### config.mk
export PLATFORM = sky130hd
export DESIGN_NAME = sbox_perm_builder
export DESIGN_NICKNAME = d
export VERILOG_FILES = /design/src/rtl/sbox_perm_builder.sv
export SDC_FILE = /design/constraint.sdc
export NUM_CORES = 2
export LEC_CHECK = 0
export ABC_AREA = 0
export BUFFER_PORTS_ARGS = -buffer_cell sky130_fd_sc_hd__buf_4
export CAP_MARGIN = 20
export CORE_ASPECT_RATIO = 0.6
export CORE_UTILIZATION = 60
export DETAILED_ROUTE_END_ITERATION = 10
export PLACE_DENSITY = 0.81
export SLEW_MARGIN = 20
export SYNTH_ARGS = -nofsm -noshare
export SYNTH_HDL_FRONTEND = slang
export SYNTH_SLANG_ARGS = --single-unit
### constraint.sdc
create_clock -name clk -period 28 [get_ports clk]
set_clock_uncertainty 0.15 [all_clocks]
set_input_delay 5.6 -clock clk [delete_from_list [all_inputs] [get_ports clk]]
set_output_delay 5.6 -clock clk [all_outputs]
set_load 0.02 [all_outputs]
### src/rtl/sbox_perm_builder.sv
// Builds a 2^W-entry S-box permutation from a stream of chaotic sample words, discarding duplicates.
// Optional inverse table and read port are enabled by defining SBOX_PERM_INVERSE_EN.
module sbox_perm_builder #(
    parameter int unsigned W     = 8,
    parameter int unsigned IN_W  = 23,
    parameter int unsigned REJ_W = 16
) (
    input  logic             clk,
    input  logic             rst,
    input  logic             start,
    input  logic             in_valid,
    input  logic [IN_W-1:0]  in_data,
    output logic             in_ready,
    output logic             done,
    output logic [W:0]       count,
    output logic [REJ_W-1:0] reject_cnt,
    input  logic [W-1:0]     rd_addr,
    output logic [W-1:0]     rd_data
`ifdef SBOX_PERM_INVERSE_EN
    ,
    input  logic [W-1:0]     inv_addr,
    output logic [W-1:0]     inv_data
`endif
);

    localparam int unsigned N = 1 << W;
    localparam logic [W:0] CntLast = (W + 1)'(N - 2);
    localparam logic [W:0] CntFull = (W + 1)'(N);
    localparam logic [W:0] CntOne  = (W + 1)'(1);

    typedef enum logic [1:0] {
        StIdle,
        StFill,
        StTail,
        StDone
    } state_e;

    state_e         state_q;
    logic [N-1:0]   seen_q;
    logic [W-1:0]   tbl_q [N];

    logic [W-1:0]   cand;
    logic [W-1:0]   free_idx;
    logic           accept;
    logic           is_new;
    logic           wr_en;
    logic [W-1:0]   wr_addr;
    logic [W-1:0]   wr_data;

    assign cand   = in_data[W-1:0] ^ in_data[2*W-1:W];
    // A start pulse wins over a word presented in the same cycle.
    assign accept = in_valid & in_ready & ~start;
    assign is_new = ~seen_q[cand];

    if (IN_W > 2 * W) begin : g_hi_bits
        logic unused_hi;
        assign unused_hi = ^in_data[IN_W-1:2*W];
    end

    // Lowest-index unset bit; exactly one remains when in TAIL.
    always_comb begin
        free_idx = '0;
        for (int i = N - 1; i >= 0; i--) begin
            if (!seen_q[i]) begin
                free_idx = W'(i);
            end
        end
    end

    always_comb begin
        wr_en   = 1'b0;
        wr_addr = count[W-1:0];
        wr_data = cand;
        if (!rst && !start) begin
            if (state_q == StFill && accept && is_new) begin
                wr_en = 1'b1;
            end else if (state_q == StTail) begin
                wr_en   = 1'b1;
                wr_addr = '1;
                wr_data = free_idx;
            end
        end
    end

    always_ff @(posedge clk) begin
        if (rst) begin
            state_q    <= StIdle;
            in_ready   <= 1'b0;
            done       <= 1'b0;
            count      <= '0;
            reject_cnt <= '0;
            seen_q     <= '0;
        end else if (start) begin
            state_q    <= StFill;
            in_ready   <= 1'b1;
            done       <= 1'b0;
            count      <= '0;
            reject_cnt <= '0;
            seen_q     <= '0;
        end else begin
            unique case (state_q)
                StIdle: begin
                    in_ready <= 1'b0;
                    done     <= 1'b0;
                end
                StFill: begin
                    if (accept) begin
                        if (is_new) begin
                            seen_q[cand] <= 1'b1;
                            count        <= count + CntOne;
                            if (count == CntLast) begin
                                state_q  <= StTail;
                                in_ready <= 1'b0;
                            end
                        end else if (reject_cnt != '1) begin
                            reject_cnt <= reject_cnt + REJ_W'(1);
                        end
                    end
                end
                StTail: begin
                    seen_q[free_idx] <= 1'b1;
                    count            <= CntFull;
                    state_q          <= StDone;
                    in_ready         <= 1'b0;
                    done             <= 1'b1;
                end
                StDone: begin
                    in_ready <= 1'b0;
                    done     <= 1'b1;
                end
                default: begin
                    state_q  <= StIdle;
                    in_ready <= 1'b0;
                    done     <= 1'b0;
                end
            endcase
        end
    end

    // Table storage is deliberately left unreset.
    always_ff @(posedge clk) begin
        if (wr_en) begin
            tbl_q[wr_addr] <= wr_data;
        end
    end

    always_ff @(posedge clk) begin
        if (rst) begin
            rd_data <= '0;
        end else begin
            rd_data <= tbl_q[rd_addr];
        end
    end

`ifdef SBOX_PERM_INVERSE_EN
    logic [W-1:0] inv_q [N];

    always_ff @(posedge clk) begin
        if (wr_en) begin
            inv_q[wr_data] <= wr_addr;
        end
    end

    always_ff @(posedge clk) begin
        if (rst) begin
            inv_data <= '0;
        end else begin
            inv_data <= inv_q[inv_addr];
        end
    end
`endif

endmodule

==> impl_table.tex <==
\begin{tabular}{lr}
\hline
Metric & Value \\
\hline
\multicolumn{2}{l}{\textbf{Synthesis}} \\
\quad Cell area after technology mapping & roughly 96,000 um\^{}2 \\
\quad Sequential fraction of the synthesis area & 0.701 \\
\quad Mean area per synthesized cell & 18.0 um\^{}2 \\
\quad Cell count after synthesis & 5,346 \\
\quad Ys Warns & 0 \\
\quad Syn nets & 5,384 \\
\quad Most used DFF post-synth & sky130\_fd\_sc\_hd\_\_edfxtp\_1 \\
\quad Number of enable flip-flop cells after synthesis & 2,048 \\
\quad Async set-reset flop share out of synthesis & 0 \\
\quad Post-synthesis register bit count & 2,341 \\
\quad Distinct cell type count after synthesis & 77 \\
\multicolumn{2}{l}{\textbf{Critical path}} \\
\quad Worst setup path class & in2reg \\
\quad Crit-path leading delay family & simple AND/OR/NAND/NOR gates \\
\quad Total buffers and inverters traversed by the critical path & 4 \\
\quad CP Max Fanout & 47 \\
\quad Crit path cell chain & buf\_4 > xor2\_4 > buf\_4 > buf\_4 > mux4\_2 > o21ai\_1 > a21oi\_1 > nor3\_1 > nor3\_1 > buf\_4 > o21ai\_2 > nand4\_1 > or4\_1 > nor2\_1 \\
\quad Critical Path RT & 28.34 ns \\
\quad Critical Path Stages & 14 \\
\quad Cell type of the slowest stage on the worst timing path & sky130\_fd\_sc\_hd\_\_or4\_1 \\
\quad Crit. End Element & flip-flop \\
\quad Critical path's most frequent cell & sky130\_fd\_sc\_hd\_\_buf\_4 \\
\quad Worst setup SP type & input port \\
\quad Worst reg2reg path depth & 12 \\
\quad Critical Path Max Stage Delay & 1.15 ns \\
\quad Critical path arrival & 12.78 ns \\
\multicolumn{2}{l}{\textbf{STA}} \\
\quad Unrepaired setup endpoints after global routing & no \\
\quad Final critical path time including I/O delays and setup & 12.44 ns \\
\quad Relative slew slack & 0.0436 \\
\quad Fmax & around 80 MHz \\
\quad Number of setup violations in the final report & 0 \\
\quad Worst-margin pin slew & 1.42 ns \\
\quad Aggregate negative setup slack & 0 ns \\
\quad Share of the clock period used by the worst path after layout & 0.444 \\
\quad Max-slew violation total from the final report & 0 \\
\quad Final Hold Fails & 0 \\
\multicolumn{2}{l}{\textbf{Route}} \\
\quad Number of nets still failing antenna checks after routing & 0 \\
\quad Via-per-instance ratio & 7.61 \\
\quad Routed vias & 58,900 \\
\quad Average wire per cell in the routed design & 40.6 um \\
\quad Iteration-0 DRC count of the detailed router & between 10,000 and 15,000 \\
\quad Remaining routing DRC violations & 0 \\
\quad Wire length after detailed routing & 314 mm \\
\quad Iteration count of the initial detailed-routing pass & 9 \\
\multicolumn{2}{l}{\textbf{Clocking}} \\
\quad Number of hold buffers added after CTS & 0 \\
\quad Number of clock sinks seen by CTS & around 2,300 \\
\quad Total clock buffers created by CTS & slightly above 200 \\
\quad Clock tree from TritonCTS & done \\
\quad H-Tree Level Count & 4 \\
\quad Maximum buffer depth of the clock tree & 4 \\
\quad Clock network latency to the later pin of the worst-skew pair & 0.90 ns \\
\quad Clock-pin slew reported for the worst setup and hold paths after clock tree synthesis & 0.07 ns \\
\quad Post\_cts resized & 0 \\
\quad Root cell of the clock tree & sky130\_fd\_sc\_hd\_\_clkbuf\_16 \\
\quad Number of buffers added for setup after CTS & 0 \\
\multicolumn{2}{l}{\textbf{Power and ir drop}} \\
\quad Max rail drop VDD & 0.0497 mV \\
\quad Power Dens Cells & 67.7 nW/um\^{}2 \\
\quad Leakage power & 0.0317 uW \\
\quad Total power after layout & around 7200 uW \\
\multicolumn{2}{l}{\textbf{GRT}} \\
\quad Total congestion overflow & 0 \\
\quad Global router's overall resource usage & 0.390 \\
\quad Antenna violations before repair & 27 \\
\quad Vias in the first global route & about 56,000 \\
\quad Largest net degree at the start of global routing & between 200 and 250 \\
\quad Global-route wire length before repair & 436 mm \\
\multicolumn{2}{l}{\textbf{Final layout}} \\
\quad Final net count & 5,471 \\
\quad Area growth from synthesis to final layout & 10.3\% \\
\quad Fraction of final layout cells with drive strength greater than 1 & 0.226 \\
\multicolumn{2}{l}{\textbf{Floorplanning}} \\
\quad Core region area & 159,000 um\^{}2 \\
\quad Placement Rows & around 110 \\
\quad Number of top-level design ports & 70 \\
\quad Starting density of the core & 0.606 \\
\quad Floorplan die width & 519 um \\
\quad Die Ht & 312 um \\
\quad Total Die Area & 162,000 um\^{}2 \\
\multicolumn{2}{l}{\textbf{Outcome}} \\
\quad Result of the run & finished clean \\
\multicolumn{2}{l}{\textbf{Min path}} \\
\quad Hold Path Class & reg2reg \\
\quad Hold Path Depth & 2 \\
\multicolumn{2}{l}{\textbf{Place}} \\
\quad Gp weighted congestion & 1.05 \\
\quad Half-perimeter wire length after detailed placement & 191 mm \\
\quad Count of buffers inserted at the top-level ports & 62 \\
\multicolumn{2}{l}{\textbf{Job}} \\
\quad Max Cap Viol & 0 \\
\hline
\end{tabular}
==> metal layers <==
metal	GRT usage	vias up	wire length (um)
met3	0.182	786	54300
met4	0.0947	52	9040
li1	-	22300	-
met1	0.570	30200	118000
met2	0.531	5525	132000
met5	0.0115	-	517
==> cells by family after synthesis <==
family,synth area share
muxes,0.174
buffers and inverters,0.0154
and+or+nand+nor,0.0548
xor gates and xnor gates,0.00309
adders and majority gates,0.000391
DFF,0.701
AOI/OAI and AO/OA,0.0510
==> metrics by stage <==
| stage | area (um^2) | instances | hold WS [ns] | setup WS [ns] | util |
|---|---|---|---|---|---|
| after floorplan | 96100 | 5346 | 0.315 | 9.15 | - |
| after CTS | 106000 | 7717 | 0.369 | 15.77 | 0.667 |
| after global placement | 99300 | 7347 | 0.354 | 15.10 | 0.626 |
| after detailed placement | 99300 | 7348 | 0.360 | 14.91 | 0.626 |
| after global routing | 106000 | 7722 | 0.394 | 15.45 | 0.668 |
| final | 106000 | 7736 | 0.377 | 15.56 | 0.668 |
==> worst paths after layout <==
path	from	end	slack [ns]
worst max-delay path	in_data[8]	tbl_q[196][7]	15.56
worst min-delay path	seen_q[9]	seen_q[9]	0.38
worst max register to register	seen_q[144]	tbl_q[40][6]	20.20
worst min register to register	seen_q[9]	seen_q[9]	0.38
==> area by class of cell <==
type	instances	area [um^2]
sequential	2341	67400
fill	9932	52700
multi-input combinational	2630	27600
clock buffer	264	5450
tap	2127	2660
timing repair buffer	193	1630
clock inverter	105	1030
inverter	62	233
antenna	14	35.0
==> report_power, final <==
group / internal [uW] / switching (uW)
registers: 3840 / 1.49
clock network: 1550 / 1310
logic: 143 / 322
total: 5540 / 1630
==> Yosys cell counts, types with 57 or more instances <==
master                     count  share of area
sky130_fd_sc_hd__a22oi_1     124         0.0097
sky130_fd_sc_hd__edfxtp_1   2048           0.64
sky130_fd_sc_hd__nand2_1     367          0.014
sky130_fd_sc_hd__mux4_2      736           0.17
sky130_fd_sc_hd__nor2_1      371          0.014
sky130_fd_sc_hd__o221ai_1    117          0.011
sky130_fd_sc_hd__o31ai_1      57         0.0045
sky130_fd_sc_hd__o21ai_0     126         0.0066
sky130_fd_sc_hd__a21oi_1      61         0.0032
sky130_fd_sc_hd__nand3_1      92         0.0048
sky130_fd_sc_hd__buf_1        67         0.0026
sky130_fd_sc_hd__dfxtp_1     293          0.061
sky130_fd_sc_hd__inv_1        62         0.0024
sky130_fd_sc_hd__clkbuf_1    211         0.0082
sky130_fd_sc_hd__nand4_1      96         0.0062
==> worst reg2reg max path: cells and delay by family (launching register included) <==
kind,cells,cell delay [ns]
buf+inv,4,3.04
compound gates,3,0.79
flops,1,0.63
simple gates,5,2.71
==> cells in the final DEF (no fill, tap or decap), drive strengths merged, types with 57 or more instances in the layout <==
master / synthesis / final
mux4: 736 / 736
o21ai: 155 / 155
clkinv: 0 / 76
buf: 102 / 192
inv: 62 / 64
o221ai: 118 / 118
nand4: 96 / 96
nand2: 367 / 367
edfxtp: 2048 / 2048
nand3: 92 / 92
a21oi: 61 / 61
a22oi: 124 / 124
nor2: 372 / 372
clkbuf: 211 / 265
o31ai: 57 / 57
dfxtp: 293 / 293
==> state kept, by name (all words and copies together) (netlist names) <==
| name | flops |
|---|---|
| count | 9 |
| done | 1 |
| in_ready | 1 |
| rd_data | 8 |
| reject_cnt | 16 |
| seen_q | 256 |
| state_q | 2 |
| tbl_q | 2048 |
Note: power is estimated with default switching activity, not from simulation.
